==> config.mk <==
export PLATFORM = sky130hd
export DESIGN_NAME = spi_xfer_ctrl
export DESIGN_NICKNAME = d
export VERILOG_FILES = /design/src/rtl/spi_pkg.sv /design/src/rtl/spi_clk_div.sv /design/src/rtl/spi_xfer_ctrl.sv
export SDC_FILE = /design/constraint.sdc
export NUM_CORES = 1
export LEC_CHECK = 0
export BUFFER_PORTS_ARGS = -buffer_cell sky130_fd_sc_hd__clkbuf_2
export CAP_MARGIN = 10
export CORE_ASPECT_RATIO = 1.25
export CORE_MARGIN = 5
export CORE_UTILIZATION = 49
export CTS_BUF_LIST = sky130_fd_sc_hd__clkbuf_8
export DETAILED_ROUTE_END_ITERATION = 8
export GPL_ROUTABILITY_DRIVEN = 0
export PLACE_DENSITY = 0.77
export SLEW_MARGIN = 40
export SYNTH_ARGS = -nofsm -noshare
export SYNTH_HDL_FRONTEND = slang
export SYNTH_SLANG_ARGS = --single-unit
==> constraint.sdc <==
create_clock -name clk -period 2.3 [get_ports clk]
set_clock_uncertainty 0.1 [all_clocks]
set_input_delay 0.23 -clock clk [delete_from_list [all_inputs] [get_ports clk]]
set_output_delay 0.23 -clock clk [all_outputs]
set_load 0.03 [all_outputs]
==> src/rtl/spi_pkg.sv <==
// Shared definitions for the SPI master transfer sequencer:
// FSM state encoding, bits per SPI word and the default divider.
package spi_pkg;

  localparam int SPI_BITS    = 8;
  localparam int CLK_DIV_DEF = 2;

  typedef enum logic [2:0] {
    ST_IDLE   = 3'd0,
    ST_LOAD   = 3'd1,
    ST_SHIFT  = 3'd2,
    ST_STORE  = 3'd3,
    ST_FINISH = 3'd4
  } state_t;

endpackage

==> src/rtl/spi_clk_div.sv <==
// SCLK generator: toggles sclk every CLK_DIV enabled cycles and flags the
// cycle in which a rising or falling SCLK edge is being produced.
module spi_clk_div #(
  parameter int CLK_DIV = 2
) (
  input  logic clk,
  input  logic rstn,
  input  logic en,
  output logic sclk,
  output logic rise,
  output logic fall
);

  localparam int DW = (CLK_DIV > 1) ? $clog2(CLK_DIV) : 1;

  logic [DW-1:0] cnt;
  logic          tc;

  assign tc   = en && (cnt == DW'(CLK_DIV - 1));
  assign rise = tc && !sclk;
  assign fall = tc && sclk;

  // Dropping en parks the divider at zero with sclk low, so every byte starts aligned.
  always_ff @(posedge clk or negedge rstn) begin
    if (!rstn) begin
      cnt  <= '0;
      sclk <= 1'b0;
    end else if (!en) begin
      cnt  <= '0;
      sclk <= 1'b0;
    end else if (tc) begin
      cnt  <= '0;
      sclk <= ~sclk;
    end else begin
      cnt  <= cnt + 1'b1;
    end
  end

endmodule

==> src/rtl/spi_xfer_ctrl.sv <==
// SPI mode-0 master sequencer: pops TX FIFO bytes, shifts them out MSB-first,
// captures MISO bytes into the RX FIFO, for a programmed byte count.
module spi_xfer_ctrl
  import spi_pkg::*;
#(
  parameter int CLK_DIV = CLK_DIV_DEF,
  parameter int CNT_W   = 8
) (
  input  logic             clk,
  input  logic             rstn,
  input  logic             start,
  input  logic             abort,
  input  logic [CNT_W-1:0] byte_cnt,
  output logic             busy,
  output logic             done,
  input  logic             tx_empty,
  input  logic [7:0]       tx_dout,
  output logic             tx_rde,
  input  logic             rx_full,
  output logic [7:0]       rx_din,
  output logic             rx_wre,
  output logic             sclk,
  output logic             mosi,
  input  logic             miso,
  output logic             cs_n
);

  state_t           state, state_nxt;
  logic [CNT_W-1:0] remaining;
  logic [2:0]       bit_cnt;
  logic [7:0]       tx_shift;
  logic [7:0]       rx_shift;
  logic             div_en, sck_rise, sck_fall, last_bit;
  logic             load_fire, store_fire;

  // Abort silences the divider in the same cycle so sclk returns low with FINISH.
  assign div_en   = (state == ST_SHIFT) && !abort;
  assign last_bit = sck_fall && (bit_cnt == 3'(SPI_BITS - 1));

  spi_clk_div #(.CLK_DIV(CLK_DIV)) u_clk_div (
    .clk  (clk),
    .rstn (rstn),
    .en   (div_en),
    .sclk (sclk),
    .rise (sck_rise),
    .fall (sck_fall)
  );

  always_ff @(posedge clk or negedge rstn) begin
    if (!rstn) state <= ST_IDLE;
    else       state <= state_nxt;
  end

  always_comb begin
    state_nxt  = state;
    load_fire  = 1'b0;
    store_fire = 1'b0;
    case (state)
      ST_IDLE:   if (start && (byte_cnt != '0)) state_nxt = ST_LOAD;
      ST_LOAD: begin
        if (abort) begin
          state_nxt = ST_FINISH;
        end else if (!tx_empty) begin
          load_fire = 1'b1;
          state_nxt = ST_SHIFT;
        end
      end
      ST_SHIFT: begin
        if (abort)         state_nxt = ST_FINISH;
        else if (last_bit) state_nxt = ST_STORE;
      end
      ST_STORE: begin
        if (abort) begin
          state_nxt = ST_FINISH;
        end else if (!rx_full) begin
          store_fire = 1'b1;
          state_nxt  = (remaining == CNT_W'(1)) ? ST_FINISH : ST_LOAD;
        end
      end
      ST_FINISH: state_nxt = ST_IDLE;
      default:   state_nxt = ST_IDLE;
    endcase
  end

  // Outputs are registered from the next state so they line up with it.
  always_ff @(posedge clk or negedge rstn) begin
    if (!rstn) begin
      remaining <= '0;
      bit_cnt   <= '0;
      tx_shift  <= '0;
      rx_shift  <= '0;
      mosi      <= 1'b0;
      tx_rde    <= 1'b0;
      rx_wre    <= 1'b0;
      rx_din    <= '0;
      busy      <= 1'b0;
      done      <= 1'b0;
      cs_n      <= 1'b1;
    end else begin
      tx_rde <= load_fire;
      rx_wre <= store_fire;
      busy   <= (state_nxt != ST_IDLE);
      cs_n   <= (state_nxt == ST_IDLE);
      done   <= (state_nxt == ST_FINISH);
      if ((state == ST_IDLE) && (state_nxt == ST_LOAD)) remaining <= byte_cnt;
      if (load_fire) begin
        tx_shift <= tx_dout;
        mosi     <= tx_dout[7];
        bit_cnt  <= '0;
      end else if (sck_fall) begin
        bit_cnt  <= bit_cnt + 3'd1;
        tx_shift <= {tx_shift[6:0], 1'b0};
        mosi     <= tx_shift[6];
      end
      if (sck_rise) rx_shift <= {rx_shift[6:0], miso};
      if (store_fire) begin
        rx_din    <= rx_shift;
        remaining <= remaining - CNT_W'(1);
      end
    end
  end

endmodule

==> flow_metrics.env, run 1 <==
export IMPL_min_from="tx_dout[0]"
export IMPL_wl_met2_mm=1.90
export IMPL_core_um2=4030
export IMPL_cts_root_buffer="clkbuf_8"
export IMPL_worst_r2r_cell_count=5
export IMPL_finish_utilization_pct=60.3
export IMPL_die_area_um2=5500
export IMPL_relSlewSlack_pct=69.4
export IMPL_hold_class="in -> reg"
export IMPL_syn_area_um2=2010
export IMPL_whs_ps=55.5
export IMPL_route_antenna_remaining_nets=0
export IMPL_htree_levels=2
export IMPL_top_layer="met4"
export IMPL_die_x_um=67.3
export IMPL_instances_no_fill=282
export IMPL_drt_iter0_markers=84
export IMPL_path_class="reg -> reg"
export IMPL_initial_core_util_pct=49.9
export IMPL_synth_area_leader_cell="dfrtp_1"
export IMPL_nets=252
export IMPL_setup_tns_ps=0
export IMPL_drc=0
export IMPL_ir_worst_vdd_v=0.000470
export IMPL_synth_warnings=0
export IMPL_fp_row_count=26
export IMPL_multi_input_area_um2=833
export IMPL_tightestPinTransition_ps=458
export IMPL_post_cts_buffers=0
export IMPL_avgRoutedWirePerCell_um=13.7
export IMPL_cts_inserted_buffers=5
export IMPL_gr_total_overflow=0
export IMPL_setup_viol=0
export IMPL_register_area_um2=1130
export IMPL_crit_arrival_ps=2130
export IMPL_clk_latency_ps=290
export IMPL_synth_seq_cells=45
export IMPL_io_pins=38
export IMPL_nFillCells=368
export IMPL_numClockSinks=45
export IMPL_portBuffers=37
export IMPL_p_leak_nw=1.24
export IMPL_crit_path_start_kind="register"
export IMPL_grt_start_max_net_pins=20
export IMPL_antenna_cells=0
export IMPL_num_vias=1490
export IMPL_clockBufferDepth=2
export IMPL_cp_end_kind="register"
export IMPL_period_share_pct=89.2
export IMPL_post_dp_hpwl_mm=2.87
export IMPL_hold_depth=2
export IMPL_routed_wl_met3_um=144
export IMPL_yosysTopAreaCellShare_pct=54.7
export IMPL_syn_avg_cell_area_um2=11.5
export IMPL_outcome="finished clean"
export IMPL_cts_hold_buf=1
export IMPL_cp_max_fo=8
export IMPL_layout_area_overhead_vs_synth_pct=20.9
export IMPL_viasPerCell=5.28
export IMPL_grt_pass1_wl_mm=6.64
export IMPL_ys_types=45
export IMPL_drive_above_1_share_pct=31.9
export IMPL_grtUsageTotal_pct=16.0
export IMPL_m1WireLength_mm=1.76
export IMPL_die_height_um=81.7
export IMPL_synthTopCellsByArea="dfrtp_1 55%, mux2_2 5.0%, nand2_1 5.0%, a22o_1 4.4%, a21o_1 2.6%"
export IMPL_cts_tree="yes"
export IMPL_ys_seq_area_share_pct=56.0
export IMPL_power_density_nw_per_um2=908
export IMPL_drv_cap=0
export IMPL_rsz0062_at_grt="false"
export IMPL_grt_pass1_vias=1531
export IMPL_antenna_found_initial=0
export IMPL_clock_fmax_ghz=0.487
export IMPL_syn_instance_count=175
export IMPL_syn_num_nets=202
export IMPL_fin_crit_ps=2050
export IMPL_drt_pass1_iterations=4
export IMPL_dp_slack_ps=270
export IMPL_maxSlewViolCount=0
export IMPL_drt_total_wl_mm=3.87
export IMPL_cts_resized=0
export IMPL_dp_cells=273
export IMPL_hold_viol=0
export IMPL_worstReg2RegEnd="remaining[5]"
export IMPL_worst_slack_ps=248
export IMPL_clk_pin_slew_ps=80
export IMPL_worstPathRequired_ps=2380
export IMPL_reg2reg_from="state[0]"
export IMPL_holdPathEnd="tx_shift[0]"
export IMPL_r2r_slack_ps=250
[worst max-delay path by stage]
stage	slack [ps]	endpoint	from
after floorplan	220	remaining[5]	state[2]
after global placement	300	remaining[5]	state[0]
after detailed placement	270	remaining[3]	state[0]
after CTS	240	remaining[5]	state[0]
after global routing	150	busy	remaining[1]
final	250	remaining[5]	state[0]
[cell type report]
| class | count | area share (%) |
|---|---|---|
| Sequential cell | 45 | 46.3 |
| Clock buffer | 7 | 3.96 |
| Timing Repair Buffer | 49 | 11.4 |
| Clock inverter | 1 | 0.206 |
| Multi-Input combinational cell | 119 | 34.2 |
| Tap cell | 56 | 2.88 |
| Inverter | 5 | 0.977 |
[metrics by stage]
step / power (mW) / instance area (um^2)
5_1_grt: 2.35 / 2430
4_1_cts: 2.23 / 2430
3_3_place_gp: 1.69 / 2320
2_1_floorplan: 1.50 / 2010
6_report: 2.21 / 2430
3_5_place_dp: 1.70 / 2320
[registers in the layout, summed over array words and instances (netlist names)]
register and cells:
remaining 8, rx_din 8, rx_shift 8, tx_shift 7, bit_cnt 3, state 3, busy 1, cs_n 1
done 1, mosi 1, rx_wre 1, tx_rde 1, u_clk_div.cnt 1, u_clk_div.sclk 1
[where the power goes]
| group | switching (mW) | internal [mW] |
|---|---|---|
| clock | 0.255 | 0.271 |
| combinational | 0.303 | 0.260 |
| sequential | 0.151 | 0.970 |
[worst max-delay path, stage by stage (launching register included)]
cell,delay [ps]
dfrtp_1,490
nand2b_2,120
or4b_1,570
inv_6,100
mux2_1,320
o221a_1,230
[synth_stat cells (all sizes together)]
cell type and instances:
inv 5, a21o 7, nor4b 3, dfrtp 44, a221oi 1, or4b 2
a221o 1, o22ai 3, o21ai 2, o221a 2, nor3b 1, nor2 5
or4 2, nand4 1, nand2b 2, ha 4, clkbuf 2, nor4 2
a21oi 5, o211ai 1, nand3b 1, and3 1, o32ai 1, mux2 10
a22o 10, nand3 6, xnor2 1, buf 4, dfstp 1, o21a 1
nand2 27, or3 2, nor3 9, a211oi 2, a22oi 1, mux2i 3
[per-layer routing]
layer  GRT usage, %  vias to the layer above
met2           27.0                       30
met1           19.6                      711
met5              0                        -
li1               -                      743
met3           3.83                        6
met4           6.49                        0
[layout by cell type (no fill, tap or decap), drive strengths merged, types with 6 or more instances in the layout]
master,synthesis,routed
nand3,6,6
dfrtp,44,44
mux2,10,10
nor3,9,9
clkbuf,2,44
a21o,7,7
a22o,10,10
nand2,27,27
buf,4,11
[cells by family after synthesis]
group	share of synthesized area [%]
multiplexers	7.09
adder cells (fa/ha/maj)	2.49
AND/OR/NAND/NOR	17.0
flip-flops	56.0
AO/OA/AOI/OAI	14.4
buffers and inverters	2.61
XOR/XNOR	0.435
Note: power is estimated with default switching activity, not from simulation.
==> inputs of run 2 (changes only) <==
--- a/config.mk
+++ b/config.mk
@@ -5,6 +5,7 @@
 export SDC_FILE = /design/constraint.sdc
 export NUM_CORES = 1
 export LEC_CHECK = 0
+export ABC_AREA = 1
 export BUFFER_PORTS_ARGS = -buffer_cell sky130_fd_sc_hd__clkbuf_2
 export CAP_MARGIN = 10
 export CORE_ASPECT_RATIO = 1.25
@@ -13,7 +14,7 @@
 export CTS_BUF_LIST = sky130_fd_sc_hd__clkbuf_8
 export DETAILED_ROUTE_END_ITERATION = 8
 export GPL_ROUTABILITY_DRIVEN = 0
-export PLACE_DENSITY = 0.77
+export PLACE_DENSITY = 0.76
 export SLEW_MARGIN = 40
 export SYNTH_ARGS = -nofsm -noshare
 export SYNTH_HDL_FRONTEND = slang
==> run 2 against run 1 <==
Power up 7.4%. Sequential share of layout area down 0.17 points. Sequential cell count unchanged. Worst setup slack better by 410 ps. Clock power down 9.7%. First-iteration DRC count up 130%. Core utilization down 1.7 points. Synthesized cell count up 46%. Highest routed layer unchanged.
==> flow_metrics.env, run 2 <==
export IMPL_die_area_um2=5770
export IMPL_rsz0062_at_grt="false"
export IMPL_top_regs="remaining x8, rx_din x8, rx_shift x8"
export IMPL_top_layer="met4"
export IMPL_num_vias=1727
export IMPL_ys_seq_area_share_pct=53.0
export IMPL_cts_root_buffer="clkbuf_8"
export IMPL_layout_area_overhead_vs_synth_pct=14.8
export IMPL_htree_levels=2
export IMPL_synth_seq_cells=45
export IMPL_gr_total_overflow=0
export IMPL_route_antenna_remaining_nets=0
export IMPL_synthTopCellsByCount="78 x nand2_1, 44 x dfrtp_1, 30 x inv_1, 24 x nand3_1, 19 x nor2_1"
export IMPL_wl_met2_mm=1.92
export IMPL_drt_iter0_markers=196
export IMPL_post_dp_hpwl_mm=2.92
export IMPL_drive_above_1_share_pct=19.1
export IMPL_ir_worst_vdd_v=0.000466
export IMPL_grt_pass1_wl_mm=6.92
export IMPL_setup_viol=0
export IMPL_portBuffers=37
export IMPL_die_x_um=68.9
export IMPL_syn_instance_count=256
export IMPL_synth_warnings=0
export IMPL_drc=0
export IMPL_final_cell_mix="78 x nand2_1, 44 x dfrtp_1, 37 x clkbuf_2"
export IMPL_hold_class="in -> reg"
export IMPL_clockBufferDepth=2
export IMPL_initial_core_util_pct=51.1
export IMPL_relSlewSlack_pct=67.8
export IMPL_finish_utilization_pct=58.7
export IMPL_die_height_um=83.7
export IMPL_synth_edff_count=0
export IMPL_fp_row_count=26
export IMPL_antenna_cells=0
export IMPL_synthTopCellsByArea="dfrtp_1 52%, nand2_1 14%, nand3_1 5.6%, inv_1 5.3%, o21ai_0 3.8%"
export IMPL_fin_crit_ps=1640
export IMPL_crit_arrival_ps=1720
export IMPL_cts_inserted_buffers=5
export IMPL_grt_pass1_vias=1604
export IMPL_dp_cells=346
export IMPL_path_class="reg -> reg"
export IMPL_post_cts_buffers=0
export IMPL_core_um2=4160
export IMPL_crit_top_cell="nand2_1"
export IMPL_syn_num_nets=283
export IMPL_yosysTopAreaCellShare_pct=51.7
export IMPL_p_leak_nw=1.30
export IMPL_mostFrequentLayoutCell="nand2_1"
export IMPL_drv_cap=0
export IMPL_setup_tns_ps=0
export IMPL_period_share_pct=71.5
export IMPL_total_power_mw=2.37
export IMPL_antenna_found_initial=0
export IMPL_power_density_nw_per_um2=972
export IMPL_synthArstFlopShare_pct=100
export IMPL_ys_types=23
export IMPL_hold_depth=3
export IMPL_instances_no_fill=354
export IMPL_worst_r2r_cell_count=8
export IMPL_clk_pin_slew_ps=80
export IMPL_m1WireLength_mm=1.78
export IMPL_synth_area_leader_cell="dfrtp_1"
export IMPL_clk_latency_ps=280
export IMPL_outcome="finished clean"
export IMPL_crit_path_start_kind="register"
export IMPL_grt_start_max_net_pins=40
export IMPL_nFillCells=396
export IMPL_hold_viol=0
export IMPL_maxSlewViolCount=0
export IMPL_drt_total_wl_mm=3.98
export IMPL_grtUsageTotal_pct=15.5
export IMPL_cts_resized=0
export IMPL_io_pins=38
export IMPL_yosys_most_used_dff="dfrtp_1"
export IMPL_cp_max_fo=23
export IMPL_worstPathRequired_ps=2380
export IMPL_cts_tree="yes"
export IMPL_routed_wl_met3_um=253
export IMPL_numClockSinks=45
export IMPL_cts_hold_buf=1
export IMPL_tightestPinTransition_ps=483
export IMPL_nets=325
export IMPL_yosysMostFrequentCell="nand2_1"
export IMPL_clock_fmax_ghz=0.608
export IMPL_cp_end_kind="register"
export IMPL_viasPerCell=4.88
export IMPL_syn_avg_cell_area_um2=8.31
export IMPL_avgRoutedWirePerCell_um=11.3
export IMPL_cpMaxStageDelayCell="dfrtp_1"
export IMPL_max_stage_delay_ps=400
export IMPL_cp_cell_sequence="inv_1, nand3_2, nor2_4, inv_2, nand2_1, o21ai_0, nand2_1, o21ai_1"
export IMPL_drt_pass1_iterations=5
export IMPL_syn_area_um2=2130
==> run 2: cell types whose count changed in the layout (fill, tap and decap cells not counted), moves of 8 or more <==
cell	previous run	this run
o21ai_1	1	9
inv_1	4	31
nand3_1	6	24
nor2_1	5	19
o21ai_0	1	16
nand2_1	27	78
buf_4	11	1
a22o_1	10	0
mux2_2	9	0
nor3_1	9	0
==> run 2: worst max-delay path, delay by kind of cell, from the launching register on <==
family / cells / cell delay, ps
flip-flops: 1 / 400
AO/OA/AOI/OAI: 2 / 120
AND/OR/NAND/NOR: 4 / 570
buffers and inverters: 2 / 340
==> run 2: per-stage QoR <==
step	hold slack (ps)	instance area [um^2]	setup WS (ps)
after floorplan	-166	2130	957
after global placement	-24.5	2350	720
after detailed placement	-21.8	2350	651
after CTS	34.7	2440	653
after global routing	61.9	2440	523
final	43.5	2440	656
==> run 2: logic make-up after synthesis <==
group           Yosys count  synth area share, %
flops                    45                 53.0
compound gates           32                 8.00
buf+inv                  39                 8.29
fa+ha+maj                 4                 2.35
simple gates            136                 28.4
==> run 2: metal layers <==
layer,vias to the layer above,global-route usage [%]
met5,-,0
met4,0,5.14
met3,2,4.99
met2,44,23.5
met1,788,20.6
li1,893,-
==> run 2: worst paths after layout <==
check	start	endpoint	slack, ps
max in group asynchronous	rstn	cs_n	1150
worst max register to register	state[2]	remaining[0]	660
min in group asynchronous	rstn	rx_wre	210
worst max-delay path	state[2]	remaining[0]	660
worst min register to register	rx_din[7]	rx_din[7]	380
worst min-delay path	tx_dout[0]	tx_shift[0]	40
==> run 2: area by class of cell <==
type	instances	area (um^2)	area share, %
timing repair buffer	39	203	8.30
sequential	45	1130	46.2
inverter	35	131	5.38
multi-input combinational	172	825	33.8
tap	56	70.1	2.87
clock inverter	1	3.75	0.154
clock buffer	6	82.6	3.38
==> run 2: where the power goes <==
part / internal (mW) / switching (mW) / total [mW] / leakage (nW)
Sequential: 0.994 / 0.132 / 1.13 / 0.587
Clock: 0.234 / 0.241 / 0.475 / 0.0485
Combinational: 0.253 / 0.520 / 0.773 / 0.664
==> inputs of run 3 (changes only) <==
--- a/config.mk
+++ b/config.mk
@@ -5,7 +5,7 @@
 export SDC_FILE = /design/constraint.sdc
 export NUM_CORES = 1
 export LEC_CHECK = 0
-export ABC_AREA = 1
+export ABC_AREA = 0
 export BUFFER_PORTS_ARGS = -buffer_cell sky130_fd_sc_hd__clkbuf_2
 export CAP_MARGIN = 10
 export CORE_ASPECT_RATIO = 1.25
@@ -14,7 +14,7 @@
 export CTS_BUF_LIST = sky130_fd_sc_hd__clkbuf_8
 export DETAILED_ROUTE_END_ITERATION = 8
 export GPL_ROUTABILITY_DRIVEN = 0
-export PLACE_DENSITY = 0.76
+export PLACE_DENSITY = 0.77
 export SLEW_MARGIN = 40
 export SYNTH_ARGS = -nofsm -noshare
 export SYNTH_HDL_FRONTEND = slang
==> constraint.sdc (replaced) <==
create_clock -name clk -period 1.7 [get_ports clk]
set_clock_uncertainty 0.1 [all_clocks]
set_input_delay 0.17 -clock clk [delete_from_list [all_inputs] [get_ports clk]]
set_output_delay 0.17 -clock clk [all_outputs]
set_load 0.03 [all_outputs]
==> run 3 against run 2 <==
The flow now finishes with violations (setup timing). Critical path type unchanged. Sequential share of layout area down 8.8 points. Worst setup slack worse by 880 ps. Die area fell by 4.7%. Largest cell class unchanged.
==> flow_metrics.env, run 3 (synthesized netlist as in run 1, its figures left out) <==
export IMPL_outcome="complete, but fails checks"
export IMPL_violations="setup timing"
export IMPL_drive_above_1_share_pct=50.9
export IMPL_num_vias=1789
export IMPL_die_height_um=81.7
export IMPL_nets=297
export IMPL_cp_max_fo=3
export IMPL_numClockSinks=45
export IMPL_relSlewSlack_pct=62.5
export IMPL_clk_latency_ps=300
export IMPL_worst_r2r_cell_count=5
export IMPL_post_dp_hpwl_mm=3.31
export IMPL_clock_fmax_ghz=0.521
export IMPL_hold_class="in -> reg"
export IMPL_drt_total_wl_mm=5.25
export IMPL_power_density_nw_per_um2=1180
export IMPL_path_class="reg -> reg"
export IMPL_die_area_um2=5500
export IMPL_drc=0
export IMPL_drt_iter0_markers=92
export IMPL_antenna_found_initial=0
export IMPL_mostFrequentLayoutCell="dfrtp_1"
export IMPL_viasPerCell=5.47
export IMPL_die_x_um=67.3
export IMPL_period_share_pct=113
export IMPL_cts_tree="yes"
export IMPL_finish_utilization_pct=74.9
export IMPL_setup_tns_ps=-1970
export IMPL_worstReg2RegEnd="remaining[5]"
export IMPL_tightestPinTransition_ps=563
export IMPL_clockBufferDepth=2
export IMPL_io_pins=38
export IMPL_antenna_cells=0
export IMPL_fp_row_count=26
export IMPL_gr_total_overflow=0
export IMPL_cp_end_kind="register"
export IMPL_rsz0062_at_grt="true"
export IMPL_nFillCells=283
export IMPL_drv_cap=0
export IMPL_holdPathEnd="tx_shift[6]"
export IMPL_min_from="tx_dout[6]"
export IMPL_hold_viol=0
export IMPL_maxSlewViolCount=0
export IMPL_layout_area_overhead_vs_synth_pct=50.0
export IMPL_fin_crit_ps=1920
export IMPL_crit_path_start_kind="register"
export IMPL_grt_pass1_vias=1796
export IMPL_grt_start_max_net_pins=46
export IMPL_dp_slack_ps=-267
export IMPL_grt_pass1_wl_mm=7.94
export IMPL_reg2reg_from="state[2]"
export IMPL_setup_viol=27
export IMPL_p_leak_nw=1.53
export IMPL_portBuffers=37
export IMPL_cts_root_buffer="clkbuf_8"
export IMPL_htree_levels=2
export IMPL_worstPathRequired_ps=1780
export IMPL_clk_pin_slew_ps=90
export IMPL_cts_inserted_buffers=5
export IMPL_initial_core_util_pct=49.9
export IMPL_drt_pass1_iterations=4
export IMPL_hold_depth=3
export IMPL_grtUsageTotal_pct=19.5
export IMPL_total_power_mw=3.58
export IMPL_ir_worst_vdd_v=0.000560
export IMPL_final_cell_mix="42 x dfrtp_1, 39 x buf_4, 37 x clkbuf_2"
export IMPL_route_antenna_remaining_nets=0
export IMPL_core_um2=4030
export IMPL_r2r_slack_ps=-220
export IMPL_worst_slack_ps=-220
export IMPL_crit_arrival_ps=2000
export IMPL_top_regs="remaining x8, rx_din x8, rx_shift x8"
export IMPL_avgRoutedWirePerCell_um=16.1
[run 3: critical path: stages (launching register included)]
cell	delay (ps)
dfrtp_2	430
nand2b_4	150
or4b_4	520
clkinv_4	80
mux2_4	300
o221a_1	220
[run 3: repair_timing]
item / 4_1_cts / 5_1_grt
endpoints found under the setup margin: 29 / 38
hold endpoints to repair: 46 / 0
buffers inserted: 2 / 13
cloned: 1 / 2
hold buffers: 3 / 0
pin swaps: 6 / 13
gates resized for setup: 14 / 32
[run 3: final cells by class]
class                   instances  area (um^2)  area share (%)
inverters                       5         23.8           0.787
repair buffers                 94          707            23.4
well taps                      56         70.1            2.32
flip-flops and latches         45         1130            37.4
clock inverters                 3         21.3           0.704
multi-input cells             119         1000            33.1
clock buffers                   5         68.8            2.28
[run 3: per-stage QoR]
stage | cell area (um^2) | hold WS [ps] | instances
global placement | 2580 | 185 | 302
detailed placement | 2580 | 184 | 302
CTS | 2780 | 57.3 | 316
floorplan | 2050 | -226 | 175
finish | 3020 | 62.0 | 327
global route | 3020 | 64.4 | 327
[run 3: routing by layer]
| metal | wire (um) | part of all wire (%) | global-route usage, % |
|---|---|---|---|
| met5 | 0 | 0 | 0 |
| met4 | 138 | 2.6 | 8.32 |
| met3 | 250 | 4.8 | 4.92 |
| met2 | 2870 | 55 | 33.8 |
| met1 | 2000 | 38 | 22.5 |
[run 3: worst max path at each step]
stage	start	to	cells past startpoint
floorplan	state[2]	remaining[5]	6
global placement	state[2]	remaining[5]	5
detailed placement	state[2]	remaining[5]	5
CTS	state[2]	remaining[5]	5
global route	state[2]	remaining[5]	5
finish	state[2]	remaining[5]	5
[run 3: report_power, final]
part / internal, mW / switching [mW] / total (mW)
Clock: 0.292 / 0.375 / 0.667
Combinational: 0.736 / 0.658 / 1.39
Sequential: 1.32 / 0.202 / 1.52
Total: 2.34 / 1.24 / 3.58
